### src/rtl/add32_pkg.sv
// rtl/add32_pkg.sv - shared types and constants for the sequential adder
//
// Purpose: state encoding, default geometry and a width helper shared by
//          add_slice and add32_seq.
// Contents:
//   state_t    - FSM states IDLE, RUN, DONE
//   WIDTH_DEF  - default operand width (32)
//   SLICE_DEF  - default bits summed per cycle (8)
//   clog2()    - counter width for a slice count, never less than 1
package add32_pkg;

  typedef enum logic [1:0] {
    IDLE = 2'd0,
    RUN  = 2'd1,
    DONE = 2'd2
  } state_t;

  localparam int WIDTH_DEF = 32;
  localparam int SLICE_DEF = 8;

  // A single-slice configuration still needs a 1-bit counter.
  function automatic int clog2(input int n);
    int r;
    r = 1;
    while ((1 << r) < n) r++;
    return r;
  endfunction

endpackage

### src/rtl/add_slice.sv
// rtl/add_slice.sv - combinational SLICE-bit adder used once per cycle
//
// Purpose: {co, s} = a + b + ci over SLICE bits.
// Ports:
//   a, b  in  SLICE  slice operands
//   ci    in  1      carry in
//   s     out SLICE  slice sum
//   co    out 1      carry out of the slice
module add_slice
  import add32_pkg::*;
#(
  parameter int SLICE = SLICE_DEF
) (
  input  logic [SLICE-1:0] a,
  input  logic [SLICE-1:0] b,
  input  logic             ci,
  output logic [SLICE-1:0] s,
  output logic             co
);

  assign {co, s} = {1'b0, a} + {1'b0, b} + {{SLICE{1'b0}}, ci};

endmodule

### src/rtl/add32_seq.sv
// rtl/add32_seq.sv - multi-cycle adder, one SLICE-bit slice per clock
//
// Purpose: accepts A, B, Cin on a valid/ready handshake, sums them one slice
//          per cycle through a single shared add_slice with the carry
//          registered between slices, and holds Result/Cout until consumed.
// Optional feature macro: ADD32_OVERFLOW_EN adds the registered signed
//          Overflow output.
// Ports:
//   clk        in   1      rising-edge clock
//   rst        in   1      synchronous active-high reset
//   in_valid   in   1      operands valid
//   in_ready   out  1      ready for operands (IDLE only, registered)
//   A, B       in   WIDTH  operands
//   Cin        in   1      carry into bit 0
//   out_valid  out  1      Result/Cout (and Overflow) valid
//   out_ready  in   1      consumer takes the result
//   Result     out  WIDTH  A + B + Cin modulo 2^WIDTH
//   Cout       out  1      carry out of bit WIDTH-1
//   Overflow   out  1      signed overflow (ADD32_OVERFLOW_EN only)
module add32_seq
  import add32_pkg::*;
#(
  parameter int WIDTH = WIDTH_DEF,
  parameter int SLICE = SLICE_DEF
) (
  input  logic             clk,
  input  logic             rst,
  input  logic             in_valid,
  output logic             in_ready,
  input  logic [WIDTH-1:0] A,
  input  logic [WIDTH-1:0] B,
  input  logic             Cin,
  output logic             out_valid,
  input  logic             out_ready,
  output logic [WIDTH-1:0] Result,
  output logic             Cout
`ifdef ADD32_OVERFLOW_EN
  ,
  output logic             Overflow
`endif
);

  localparam int            NSLICE = WIDTH / SLICE;
  localparam int            CW     = clog2(NSLICE);
  localparam logic [CW-1:0] LAST   = CW'(NSLICE - 1);

  state_t             state;
  logic [WIDTH-1:0]   a_q;
  logic [WIDTH-1:0]   b_q;
  logic               carry_q;
  logic [CW-1:0]      cnt;

  logic [SLICE-1:0]   sl_a;
  logic [SLICE-1:0]   sl_b;
  logic [SLICE-1:0]   sl_s;
  logic               sl_co;

  // The one slice adder is steered to the slice selected by the counter.
  assign sl_a = a_q[cnt*SLICE +: SLICE];
  assign sl_b = b_q[cnt*SLICE +: SLICE];

  add_slice #(.SLICE(SLICE)) u_slice (
    .a  (sl_a),
    .b  (sl_b),
    .ci (carry_q),
    .s  (sl_s),
    .co (sl_co)
  );

  always_ff @(posedge clk) begin
    if (rst) begin
      state     <= IDLE;
      in_ready  <= 1'b0;
      out_valid <= 1'b0;
      Result    <= '0;
      Cout      <= 1'b0;
      cnt       <= '0;
      carry_q   <= 1'b0;
      a_q       <= '0;
      b_q       <= '0;
`ifdef ADD32_OVERFLOW_EN
      Overflow  <= 1'b0;
`endif
    end else begin
      case (state)
        IDLE: begin
          in_ready <= 1'b1;
          if (in_valid && in_ready) begin
            a_q      <= A;
            b_q      <= B;
            carry_q  <= Cin;
            cnt      <= '0;
            // Uncomputed slices read 0 while the operation runs.
            Result   <= '0;
            in_ready <= 1'b0;
            state    <= RUN;
          end
        end
        RUN: begin
          Result[cnt*SLICE +: SLICE] <= sl_s;
          carry_q <= sl_co;
          cnt     <= cnt + CW'(1);
          if (cnt == LAST) begin
            Cout      <= sl_co;
`ifdef ADD32_OVERFLOW_EN
            // Top bit of the final slice sum is Result[WIDTH-1].
            Overflow  <= (a_q[WIDTH-1] == b_q[WIDTH-1]) &&
                         (sl_s[SLICE-1] != a_q[WIDTH-1]);
`endif
            out_valid <= 1'b1;
            state     <= DONE;
          end
        end
        DONE: begin
          if (out_ready) begin
            out_valid <= 1'b0;
            // Ready the cycle after the output handshake, never the same one.
            in_ready  <= 1'b1;
            state     <= IDLE;
          end
        end
        default: begin
          state <= IDLE;
        end
      endcase
    end
  end

endmodule

### config.mk
export PLATFORM = sky130hd
export DESIGN_NAME = add32_seq
export DESIGN_NICKNAME = d
export VERILOG_FILES = /design/src/rtl/add32_pkg.sv /design/src/rtl/add_slice.sv /design/src/rtl/add32_seq.sv
export SDC_FILE = /design/constraint.sdc
export NUM_CORES = 1
export LEC_CHECK = 0
export ABC_AREA = 1
export CAP_MARGIN = 10
export CORE_MARGIN = 2
export CORE_UTILIZATION = 35
export CTS_CLUSTER_DIAMETER = 200
export DETAILED_ROUTE_END_ITERATION = 12
export RECOVER_POWER = 25
export SETUP_SLACK_MARGIN = 0.3
export SYNTH_ARGS = -nofsm -noshare
export SYNTH_HDL_FRONTEND = slang
export SYNTH_HIERARCHICAL = 1
export SYNTH_SLANG_ARGS = --single-unit
### constraint.sdc
create_clock -name clk -period 3.5 [get_ports clk]
set_input_delay 1.05 -clock clk [delete_from_list [all_inputs] [get_ports clk]]
set_output_delay 1.05 -clock clk [all_outputs]
set_load 0.02 [all_outputs]
==> results.cfg <==
[clock_tree]
holdBufCountCts = 0
cts-htree-levels = 3
ctsResizeCount = 0
cts_setup_buffers = 0
clockBufferDepth = 2
cts_buffers = 9
cts_tree = built
clkLatencyLatePin_ns = 0.35
clkSinkCount = 104
clkTransAtPathRegs_ns = 0.07
root_buffer = clkbuf_16

[flow_run]
cap_violations = 1

[worst_setup_path]
r2r-start = cnt[0]
crit_path_frequent_cell = nand2_1
max_stage_delay_ns = 0.48
worstPathCellList = buf_4 > o21ai_0 > o22ai_1 > fa_1 > fa_1 > nand2_1 > nand2_1 > nand2_1 > xnor2_1 > nand2_1 > nor2_1 > nand2_1 > a21oi_2
critPathRequiredTime_ns = 3.75
rr_endpoint = Result[28]
cp_slowest_cell = fa_1
cp-start-kind = flop
cp_max_fo = 36
critPathTopFamily = adder cells
r2r_cells = 13
arrival_ns = 3.22
cp_num_buf_inv = 1
endpoint_kind = flop
critical_path_class = flop to flop
ff2ff_setup_slack_ns = 0.53

[synthesis]
netlist_instances = 673
yosysSeqAreaShare = 0.409
synth_area_mm2 = 0.00509
ys_types = 31
syn-mean-instance-area_um2 = 7.56
syn-num-nets = 756
yosys_warnings = 6
ys_ff_latch = 104

[sta]
fin_crit_sh = 0.849
clock_skew_ns = 0.00593
rsz0062_at_grt = false
max_freq_mhz = 336
relSlewSlack = -0.510
finalSetupTns_ns = 0
slew_viol_final = 105
setup_viol_count_final = 0
tightest_slew_ns = 2.27
period_minus_slack_ns = 2.97
hold_violations = 0

[global_route]
grt_max_degree = 105
grt_first_pass_wirelength_mm = 21.9
antenna_found_initial = 0
grt_pass1_vias = 4442
grt_use_total = 0.171
gr-total-overflow = 0

[power_and_ir_drop]
irDropWorstVdd_uv = 281
powerDensity_mw_per_mm2 = 433
p_leak_nw = 2.40

[hold_path]
whs_endpoint = b_q[23]
hold_depth = 2
hp-start = b_q[23]
worstHoldPathType = flop to flop

[outcome]
outcome = finished with violations
failed_checks = max-capacitance violations, max-slew violations

[drt]
detail-route-antenna-nets = 0
first_iter_violations = 267
via_per_inst = 4.79
wl_per_cell_um = 13.9
first_pass_iters = 4
wl_mm = 13.1
remaining_drc_errors = 0
vias = 4515

[floorplan]
core_area_mm2 = 0.0144
start_util = 0.354
die_w_um = 125
die_area_mm2 = 0.0155
io_pins = 104
rows = 44
die_h_um = 125

[layout]
area_delta_synth_final_pct = 26.5
antenna_cells = 0
final_nets = 836
final_cells = 942
drive_gt1_frac = 0.116

[placed_design]
port_buffers = 103
place_hpwl_mm = 9.52
finalWeightedCongestion = 0.835
dp.cells = 926
## Yosys cell counts
library cell,count,area [um^2]
or2_4,2,17.5
o22ai_1,16,100
dfxtp_1,104,2080
o21ai_0,33,165
buf_8,1,15.0
xor2_1,1,8.76
nand3_1,19,95.1
nor2_2,4,25.0
buf_4,1,7.51
nand2_1,203,762
nor2_4,2,22.5
nand3b_1,1,7.51
a21oi_1,87,435
clkbuf_1,15,56.3
fa_1,2,40.0
nand3_4,2,35.0
ha_1,12,150
buf_12,3,60.1
nand2_2,5,31.3
a21oi_2,20,175
inv_2,1,3.75
clkinv_2,1,5.00
inv_1,32,120
or2_2,1,6.26
buf_6,8,90.1
inv_4,1,6.26
nand3_2,26,260
nor2_1,54,203
buf_2,13,65.1
xnor2_1,2,17.5
nand3b_4,1,20.0
## routing by layer
metal  track usage  vias up  share of wire
met5             0        -              0
li1              -     2352              -
met2         0.274      115           0.47
met4        0.0535        0          0.014
met3        0.0352       14          0.046
met1         0.231     2034           0.47
## cell families (layout without fill, tap and decap cells)
family	Yosys count	count (layout)	share of synthesized area
buffers and inverters	76	161	0.0843
DFF	104	104	0.409
xor gates and xnor gates	3	3	0.00516
and+or+nand+nor	320	320	0.292
AOI/OAI and AO/OA	156	156	0.172
adders and majority gates	14	14	0.0374
## per-stage QoR
step           hold slack, ns  power [W]  area (um^2)   util  setup slack (ns)
4_1_cts                 0.465    0.00281         6450  0.449             0.536
3_3_place_gp            0.455    0.00175         6140  0.427             0.578
5_1_grt                 0.482    0.00293         6440  0.448             0.354
6_report                0.467    0.00279         6440  0.448             0.528
3_5_place_dp            0.454    0.00176         6140  0.427             0.557
2_1_floorplan           0.440    0.00160         5090      -             0.860
## worst register-to-register path, delay by kind of cell, from the launching register on
| family | cells | cell delay (ns) |
|---|---|---|
| compound gates | 3 | 0.66 |
| xor+xnor | 1 | 0.15 |
| fa+ha+maj | 2 | 0.89 |
| buf+inv | 1 | 0.24 |
| flops | 1 | 0.32 |
| simple gates | 6 | 0.62 |
## cells in the final DEF (no fill, tap or decap), types with 3 or more instances in the layout
cell | Yosys | routed
a21oi_1 | 87 | 89
a21oi_2 | 20 | 18
buf_4 | 1 | 5
clkbuf_16 | 0 | 9
clkdlybuf4s50_1 | 0 | 97
clkinv_4 | 0 | 3
dfxtp_1 | 104 | 104
dlygate4sd3_1 | 0 | 5
ha_1 | 12 | 12
inv_1 | 32 | 32
nand2_1 | 203 | 203
nand2_2 | 5 | 4
nand3_1 | 19 | 19
nand3_2 | 26 | 26
nor2_1 | 54 | 54
nor2_2 | 4 | 4
o21ai_0 | 33 | 33
o22ai_1 | 16 | 16
## layout make-up
cell class | instances | area (um^2)
Multi-Input combinational cell | 493 | 2570
Clock inverter | 7 | 87.6
Timing Repair Buffer | 110 | 1100
Clock buffer | 9 | 225
Tap cell | 184 | 230
Inverter | 35 | 135
Fill cell | 1480 | 7930
Sequential cell | 104 | 2080
## power by group
part,switching (W),internal [W],total [W]
clock,0.000487,0.000572,0.00106
combinational,0.000273,0.000200,0.000474
sequential,0.0000289,0.00123,0.00126
total,0.000788,0.00200,0.00279
## sequential cells by signal (all words and copies together) (netlist names)
| register | cells |
|---|---|
| in_ready | 1 |
| cnt | 2 |
| b_q | 32 |
| Result | 32 |
| state | 2 |
| Cout | 1 |
| a_q | 32 |
| out_valid | 1 |
| carry_q | 1 |
## worst max path at each step
stage               startpoint         end  slack, ns  depth (start not counted)
global placement        cnt[0]  Result[28]       0.58                         13
floorplan               cnt[0]  Result[28]       0.86                         15
detailed placement      cnt[0]  Result[28]       0.56                         13
finish                  cnt[0]  Result[28]       0.53                         13
CTS                     cnt[0]  Result[28]       0.54                         13
global route            cnt[0]  Result[30]       0.35                         15
Power figures use the tool's default switching activity.
